$ cat src/rtl/spike_stats.sv
`default_nettype none
// ============================================================================
// Module   : spike_stats
// Brief    : Windowed spike-rate counter, inter-spike interval meter and
//            burst flag for the Lfi neuron spike train.
// Revision : 1.0 - initial release
// ============================================================================
module spike_stats #(
    parameter int          WINDOW_W  = 16,
    parameter int          COUNT_W   = 8,
    parameter int          ISI_W     = 16,
    parameter logic [15:0] BURST_ISI = 16'd8
) (
    input  logic                clk_i,
    input  logic                reset,
    input  logic                enable_i,
    input  logic                spike_i,
    input  logic [WINDOW_W-1:0] window_len_i,
    output logic [COUNT_W-1:0]  rate_o,
    output logic                rate_valid_o,
    output logic [ISI_W-1:0]    isi_o,
    output logic                isi_valid_o,
    output logic                burst_o
);

    localparam logic [0:0] S_IDLE = 1'b0;
    localparam logic [0:0] S_RUN  = 1'b1;

    localparam logic [WINDOW_W-1:0] WIN_ONE   = WINDOW_W'(1);
    localparam logic [COUNT_W-1:0]  CNT_ONE   = COUNT_W'(1);
    localparam logic [COUNT_W-1:0]  CNT_MAX   = '1;
    localparam logic [ISI_W-1:0]    ISI_ONE   = ISI_W'(1);
    localparam logic [ISI_W-1:0]    ISI_MAX   = '1;
    localparam logic [ISI_W:0]      BURST_LIM = (ISI_W+1)'(BURST_ISI);

    logic [0:0]          state_q, state_d;
    logic                spike_q;
    logic [WINDOW_W-1:0] win_len_q, win_len_d;
    logic [WINDOW_W-1:0] win_cnt_q, win_cnt_d;
    logic [COUNT_W-1:0]  spk_cnt_q, spk_cnt_d;
    logic                armed_q, armed_d;
    logic [ISI_W-1:0]    isi_cnt_q, isi_cnt_d;
    logic [COUNT_W-1:0]  rate_q, rate_d;
    logic                rate_valid_q, rate_valid_d;
    logic [ISI_W-1:0]    isi_q, isi_d;
    logic                isi_valid_q, isi_valid_d;
    logic                burst_q, burst_d;

    logic ev;
    logic win_last;

    assign ev       = spike_i & ~spike_q;
    assign win_last = (win_cnt_q == (win_len_q - WIN_ONE));

    always_comb begin
        state_d      = state_q;
        win_len_d    = win_len_q;
        win_cnt_d    = win_cnt_q;
        spk_cnt_d    = spk_cnt_q;
        armed_d      = armed_q;
        isi_cnt_d    = isi_cnt_q;
        rate_d       = rate_q;
        rate_valid_d = 1'b0;
        isi_d        = isi_q;
        isi_valid_d  = 1'b0;
        burst_d      = burst_q;

        case (state_q)
            S_IDLE: begin
                if (enable_i && (window_len_i != '0)) begin
                    state_d   = S_RUN;
                    win_len_d = window_len_i;
                    win_cnt_d = '0;
                    spk_cnt_d = '0;
                    armed_d   = 1'b0;
                    isi_cnt_d = '0;
                end
            end
            S_RUN: begin
                if (!enable_i) begin
                    // Partial window is discarded; reported values stay put.
                    state_d   = S_IDLE;
                    win_cnt_d = '0;
                    spk_cnt_d = '0;
                    armed_d   = 1'b0;
                    isi_cnt_d = '0;
                end else begin
                    if (ev) begin
                        if (armed_q) begin
                            isi_d       = isi_cnt_q;
                            isi_valid_d = 1'b1;
                            burst_d     = ({1'b0, isi_cnt_q} <= BURST_LIM) &&
                                          (isi_cnt_q != ISI_MAX);
                        end
                        armed_d   = 1'b1;
                        isi_cnt_d = ISI_ONE;
                    end else if (armed_q && (isi_cnt_q != ISI_MAX)) begin
                        isi_cnt_d = isi_cnt_q + ISI_ONE;
                    end

                    if (win_last) begin
                        rate_d       = (spk_cnt_q == CNT_MAX) ? CNT_MAX
                                                              : spk_cnt_q + COUNT_W'(ev);
                        rate_valid_d = 1'b1;
                        win_cnt_d    = '0;
                        spk_cnt_d    = '0;
                        win_len_d    = window_len_i;
                        if (window_len_i == '0) begin
                            state_d   = S_IDLE;
                            armed_d   = 1'b0;
                            isi_cnt_d = '0;
                        end
                    end else begin
                        win_cnt_d = win_cnt_q + WIN_ONE;
                        if (ev && (spk_cnt_q != CNT_MAX)) begin
                            spk_cnt_d = spk_cnt_q + CNT_ONE;
                        end
                    end
                end
            end
            default: state_d = S_IDLE;
        endcase
    end

    always_ff @(posedge clk_i) begin
        if (reset) begin
            state_q      <= S_IDLE;
            spike_q      <= 1'b0;
            win_len_q    <= '0;
            win_cnt_q    <= '0;
            spk_cnt_q    <= '0;
            armed_q      <= 1'b0;
            isi_cnt_q    <= '0;
            rate_q       <= '0;
            rate_valid_q <= 1'b0;
            isi_q        <= '0;
            isi_valid_q  <= 1'b0;
            burst_q      <= 1'b0;
        end else begin
            state_q      <= state_d;
            spike_q      <= spike_i;
            win_len_q    <= win_len_d;
            win_cnt_q    <= win_cnt_d;
            spk_cnt_q    <= spk_cnt_d;
            armed_q      <= armed_d;
            isi_cnt_q    <= isi_cnt_d;
            rate_q       <= rate_d;
            rate_valid_q <= rate_valid_d;
            isi_q        <= isi_d;
            isi_valid_q  <= isi_valid_d;
            burst_q      <= burst_d;
        end
    end

    assign rate_o       = rate_q;
    assign rate_valid_o = rate_valid_q;
    assign isi_o        = isi_q;
    assign isi_valid_o  = isi_valid_q;
    assign burst_o      = burst_q;

endmodule
`default_nettype wire

$ cat config.mk
export PLATFORM = sky130hd
export DESIGN_NAME = spike_stats
export DESIGN_NICKNAME = d
export VERILOG_FILES = /design/src/rtl/spike_stats.sv
export SDC_FILE = /design/constraint.sdc
export NUM_CORES = 1
export LEC_CHECK = 0
export CELL_PAD_IN_SITES_DETAIL_PLACEMENT = 1
export CELL_PAD_IN_SITES_GLOBAL_PLACEMENT = 2
export CORE_ASPECT_RATIO = 0.5
export CORE_UTILIZATION = 30
export DETAILED_ROUTE_END_ITERATION = 10
export GPL_ROUTABILITY_DRIVEN = 0
export PLACE_DENSITY_LB_ADDON = 0.08
export SYNTH_ARGS = -nofsm -noshare
export SYNTH_HDL_FRONTEND = slang
export SYNTH_SLANG_ARGS = --single-unit
$ cat constraint.sdc
create_clock -name clk_i -period 2.9 [get_ports clk_i]
set_input_delay 0.29 -clock clk_i [delete_from_list [all_inputs] [get_ports clk_i]]
set_output_delay 0.29 -clock clk_i [all_outputs]
set_load 0.05 [all_outputs]
==> flow_metrics.env <==
export IMPL_violations="setup timing"
export IMPL_drv_cap=0
export IMPL_skew_ns=0.0111
export IMPL_synthSimpleGateAreaFrac_pct=28.3
export IMPL_initial_core_util_pct=31.6
export IMPL_hold_violations=0
export IMPL_synth_top_family_by_area="simple AND/OR/NAND/NOR gates"
export IMPL_hold_path_class="input pin to flop"
export IMPL_synth_nets=568
export IMPL_drive_gt1_share_pct=14.4
export IMPL_r2r_setup_slack_ns=-0.09
export IMPL_cp_arrival_ns=3.19
export IMPL_rr_endpoint="rate_o[1]"
export IMPL_synth_cell_area_um2=4380
export IMPL_num_rows=30
export IMPL_ys_seq_area_share_pct=39.3
export IMPL_antenna_found_initial=0
export IMPL_netlist_instances=541
export IMPL_io_pins=47
export IMPL_setup_viol=30
export IMPL_dp_hpwl_um=9400
export IMPL_cp_max_fo=8
export IMPL_whs_path_depth=4
export IMPL_cts_buffers=9
export IMPL_clk_pin_slew_ns=0.07
export IMPL_busiest_layer="met2"
export IMPL_grt_pass1_vias=4114
export IMPL_fin_nets=649
export IMPL_final_area_um2=5830
export IMPL_maxSlewHeadroom_pct=60.6
export IMPL_worstSkewPairLatency_ns=0.34
export IMPL_n_fill_cell=1650
export IMPL_met2_usage_pct=30.4
export IMPL_dieHeight_um=87.5
export IMPL_finalPower_mw=2.81
export IMPL_grt_max_degree=52
export IMPL_crit_start="win_len_q[9]"
export IMPL_yosys_warnings=0
export IMPL_rr_worst_depth=11
export IMPL_die_width_um=173
export IMPL_critPathKind="flop to flop"
export IMPL_final_cell_mix="dfxtp_1 (85), nand2_1 (78), nor2_1 (61)"
export IMPL_endpoint="rate_o[1]"
export IMPL_period_share_pct=103
export IMPL_antenna_left=0
export IMPL_synth_area_top_cells="dfxtp_1 (39%), nand2_1 (6.7%), mux2i_1 (5.9%), nor2_1 (5.3%), a21oi_1 (4.1%)"
export IMPL_regToRegStartpoint="win_len_q[9]"
export IMPL_synth_compound_area_share_pct=13.6
export IMPL_critPathRequiredTime_ns=3.10
export IMPL_final_common_cell="dfxtp_1"
export IMPL_synthMuxAreaShare_pct=6.19
export IMPL_drt_iter0_drc=148
export IMPL_clkSinkCount=86
export IMPL_fmax_mhz=334
export IMPL_core_um2=13900
export IMPL_synth_edf_count=0
export IMPL_worst_pin_slew_ns=0.591
export IMPL_synthDistinctLibCells=56
export IMPL_cp_end_kind="flop"
export IMPL_synthAdderAreaFrac_pct=2.00
export IMPL_die_area_um2=15100
export IMPL_grt_util_met3_pct=3.88
export IMPL_area_growth_syn_to_layout_pct=33.0
export IMPL_ir_worst_vdd_mv=0.228
export IMPL_port_buffers=46
export IMPL_worstHoldStart="reset"
export IMPL_maxSlewViolCount=0
export IMPL_cts_root_buf="clkbuf_16"
export IMPL_drc=0
export IMPL_rsz0062_at_grt="yes"
export IMPL_p_leak_nw=2.31
export IMPL_grt_use_met1_pct=23.3
export IMPL_track_usage_pct=17.9
export IMPL_grt_first_pass_wirelength_um=21500
export IMPL_regArea_um2=1720
export IMPL_n_antenna_cell=0
export IMPL_synth_top_area_cell="dfxtp_1"
export IMPL_async_flop_share_pct=0
export IMPL_cts_tree="done"
export IMPL_multiInputGateArea_um2=2600
export IMPL_avgRoutedWirePerCell_um=15.8
export IMPL_overflow=0
export IMPL_synth_top_flop_cell="dfxtp_1"
export IMPL_post_dp_cell_area_um2=5350
export IMPL_status="finished with violations"
export IMPL_htreeDepth=3
export IMPL_synth_seq_cells=86
export IMPL_critPathLaunchType="flop"
export IMPL_syn_mean_instance_area_um2=8.10
export IMPL_power_density_nw_per_um2=483
export IMPL_min_period_ns=2.99
export IMPL_cts_buffer_depth=2
export IMPL_setup_ws_ns=-0.0942
export IMPL_drt_pre_antenna_iters=4
export IMPL_viasPerCell=4.98
export IMPL_wirelength_um=13000
export IMPL_vias=4080
export IMPL_synth_xor_area_share_pct=7.19
export IMPL_final_util_pct=42.0
export IMPL_synth_top_area_share_pct=39.3
metal layers:
metal  routed length [um]  up-vias
li1                     -     2065
met1                 6570     1969
met2                 5940       34
met3                  343       12
met4                  131        0
met5                    0        -
cell families after synthesis:
family,Yosys count
compound gates,89
xor+xnor,36
fa+ha+maj,7
buf+inv,39
flops,86
mux,27
simple gates,257
sequential cells by signal, indices dropped and copies added (netlist names), 8 cells and up:
register and cells:
isi_o 16, win_len_q 16, win_cnt_q 16, isi_cnt_q 16, spk_cnt_q 8, rate_o 8
final cells by class:
class,count,share of cell area [%]
Clock inverter,5,1.42
Multi-Input combinational cell,416,44.6
Sequential cell,86,29.5
Clock buffer,11,4.16
Inverter,16,1.03
Tap cell,192,4.12
Timing Repair Buffer,93,15.1
synthesized netlist by cell type, types with 2 or more instances:
library cell / number
nor3b_1: 3
o311ai_0: 6
nor3_1: 12
inv_1: 16
a21o_1: 6
xor2_1: 18
nand3b_1: 3
dfxtp_1: 86
nand2b_1: 4
nor4bb_1: 2
o21ai_0: 13
nand3_1: 31
o22ai_1: 2
xnor2_1: 18
nand4_1: 12
and3_1: 14
nor2_1: 62
a21oi_2: 2
o31ai_1: 2
a21oi_1: 36
nor2b_1: 5
or4_1: 3
clkbuf_1: 20
and4_1: 3
and2_1: 7
or2_2: 3
mux2i_1: 26
a22o_1: 2
buf_2: 2
nand2_1: 78
o21bai_1: 2
nor4_1: 9
ha_1: 7
a211oi_1: 3
a221o_1: 2
repair_timing:
action                     CTS  global route
buffers inserted             1             5
pin swaps                    0             4
setup endpoints to repair   38            63
hold buffers                 0             0
gates cloned                 0             1
resized for setup            3            24
how the worst min path moves through the flow:
stage	slack (ns)	to
2_1_floorplan	0.37	rate_valid_o
3_3_place_gp	0.44	isi_o[7]
3_5_place_dp	0.45	isi_o[7]
4_1_cts	0.42	spk_cnt_q[1]
5_1_grt	0.46	spk_cnt_q[1]
6_report	0.43	spk_cnt_q[1]
critical path, cell delays in order (launching register included):
cell and delay (ns):
dfxtp_2 0.32, or4_4 0.55, or4_4 0.44, a211oi_4 0.25, o2111ai_2 0.15, a2111oi_4 0.33, clkbuf_16 0.24, buf_8 0.11
nand2_4 0.05, buf_4 0.15, nor3b_2 0.18, nor3_1 0.07
power by group:
| group | internal, mW | switching, mW |
|---|---|---|
| logic | 0.146 | 0.168 |
| clock network | 0.781 | 0.501 |
| registers | 1.20 | 0.0203 |
| total | 2.13 | 0.689 |
through the flow:
stage	hold WS, ns	TNS [ns]	setup slack (ns)	cells
after floorplan	0.366	-0.0412	-0.0220	541
after global placement	0.444	-0.0389	-0.0158	796
after detailed placement	0.448	-0.324	-0.0373	796
after CTS	0.423	-0.789	-0.0652	813
after global routing	0.457	-6.87	-0.203	819
final	0.427	-1.04	-0.0942	819
(Power assumes the default switching activity.)
==> edit, RTL diff (config.mk and constraints unchanged) <==
The output `rate_valid_o` loses its register stage (`rate_valid_q` becomes a continuous assignment).
--- a/src/rtl/spike_stats.sv
+++ b/src/rtl/spike_stats.sv
@@ -132,7 +132,6 @@
             armed_q      <= 1'b0;
             isi_cnt_q    <= '0;
             rate_q       <= '0;
-            rate_valid_q <= 1'b0;
             isi_q        <= '0;
             isi_valid_q  <= 1'b0;
             burst_q      <= 1'b0;
@@ -145,12 +144,13 @@
             armed_q      <= armed_d;
             isi_cnt_q    <= isi_cnt_d;
             rate_q       <= rate_d;
-            rate_valid_q <= rate_valid_d;
             isi_q        <= isi_d;
             isi_valid_q  <= isi_valid_d;
             burst_q      <= burst_d;
         end
     end
+
+    assign rate_valid_q = rate_valid_d;
 
     assign rate_o       = rate_q;
     assign rate_valid_o = rate_valid_q;
Function: changed (a bounded check fails within 4 cycles, from zero or initial values and one cycle with reset high).
==> edit against the original RTL <==
- the run still ends with negative setup slack left
- clock power fell by 5%
- critical path depth shrank 3
- combinational power grew 32%
- utilization up 0.52 points
- worst setup slack got worse by 210 ps
- synthesized area is 2.0% higher
- total power grew 0.23%
- sequential cell count down 1
- final area up 5.7%
- wire length rose by 6.6%
- largest cell class unchanged
- largest power group unchanged
==> edit: results (changes against the original RTL) <==
Global routing
  • Met2 Track Usage GR: 31.0% (+0.53 points)
  • Vias in the first global route: 4165 (+1.2%)
  • GR Layer Usage met1: 24.6% (+1.4 points)
  • First-pass GRT wire length: 22.4 mm (+4.2%)
  • Largest net degree at the start of global routing: 44 (-15%)
  • All-Layer GR Usage: 18.7% (+0.80 points)
  • Met3 GRT Util: 4.38% (+0.50 points)

Timing
  • Measured slew at the worst slew-check pin: 816 ps (+225 ps)
  • Setup ws final: -300 ps (-206 ps)
  • TNS Setup: -12070 ps (-11030 ps)
  • Final setup vio count: 67 (+120%)

Logic synthesis
  • Commonest cells in the synthesized netlist: 85 x dfxtp_1, 79 x nor2_1, 68 x nand2_1
  • Seq/Total Area, Yosys: 38.1% (-1.2 points)
  • Synth Area in XOR/XNOR: 7.44% (+0.25 points)
  • Mux cell area share after synthesis: 3.81% (-2.4 points)
  • Syn_area_per_cell: 8.00 um2 (-1.3%)
  • Syn Nets: 586 (+3.2%)
  • Top cells by area in the synthesized netlist: dfxtp_1 38%, nor2_1 6.6%, nand2_1 5.7%
  • Post-synthesis compound-gate area fraction: 15.4% (+1.9 points)
  • Synth unique cells: 55 (-1.8%)

Final layout
  • Layout cells sized above 1: 19.9% (+5.5 points)
  • Nets: 676 (+4.2%)
  • Final non-filler cell total: 852 (+4.0%)
  • Fill count: 1710 (+3.6%)

CTS
  • Clock tree root buffer cell: clkbuf_16
  • Total setup buffers inserted after CTS: 14 (+13)
  • Post-CTS Resized: 28 (+25)

Setup path
  • Crit Path Class: flop to output port
  • Worst r2r src: win_len_q[1]
  • Critical Path Fanout Max: 3 (-5)
  • Worst Reg-to-Reg Cells: 12 (+1)
  • FF-to-FF End: isi_cnt_q[4]
  • Slowest cell delay on critical path: 500 ps (-50 ps)
  • Critical Path Sink: rate_valid_o

Route
  • Top Metal Used: met4
  • Wire length on met2: 6.33 mm (+6.6%)
  • Met3 routed WL: 296 um (-14%)
  • DR vias/cell: 5.01 (+0.53%)
  • Met1 WL: 7.05 mm (+7.3%)
  • DRT iter0 DRCs: 123 (-17%)
  • Routed wire length: 13.8 mm (+6.6%)

Outcome
  • Run status: finished with violations
  • Failing checks: negative setup slack

Power
  • P_int: 2.07 mW (-2.8%)
  • Maximum vdd ir drop: 316 uV (+39%)
  • Leakage: 2.33 nW (+1.1%)
  • Power Clock: 1.21 mW (-5%)

Placed design
  • DP Wirelength: 9.91 mm (+5.4%)

Min path
  • Worst min-delay path category: primary input to flop
  • Hold depth: 2 (-2)
  • Min-Delay Endpoint: rate_o[7]
==> edit: cell types whose count changed after synthesis, moves of 6 or more <==
cell | before | now
nor2_1 | 62 | 79
a31oi_1 | 1 | 16
nand2_1 | 78 | 68
mux2i_1 | 26 | 17
nand3_1 | 31 | 23
or3_1 | 1 | 9
o21ai_0 | 13 | 20
o311ai_0 | 6 | 0
==> edit: through the flow <==
stage	hold WS (ps)	total power [mW]	util, %	instance area (um2)	worst slack, ps
after detailed placement	446	1.59	38.0	5510	-176
after CTS	367	2.86	42.3	6130	-310
after global routing	420	2.94	42.5	6170	-397
after global placement	445	1.59	38.0	5510	-113
after floorplan	418	1.45	-	4590	-148
final	390	2.82	42.5	6170	-300
==> edit: layout make-up <==
cell class                      count  area (um2)  share of cell area [%]
Sequential cell                    85        1710                    27.7
Inverter                           11        41.3                   0.670
Clock inverter                      7        81.3                    1.32
Multi-Input combinational cell    432        2780                    45.1
Tap cell                          198         248                    4.02
Timing Repair Buffer              110        1080                    17.5
Clock buffer                        9         225                    3.65
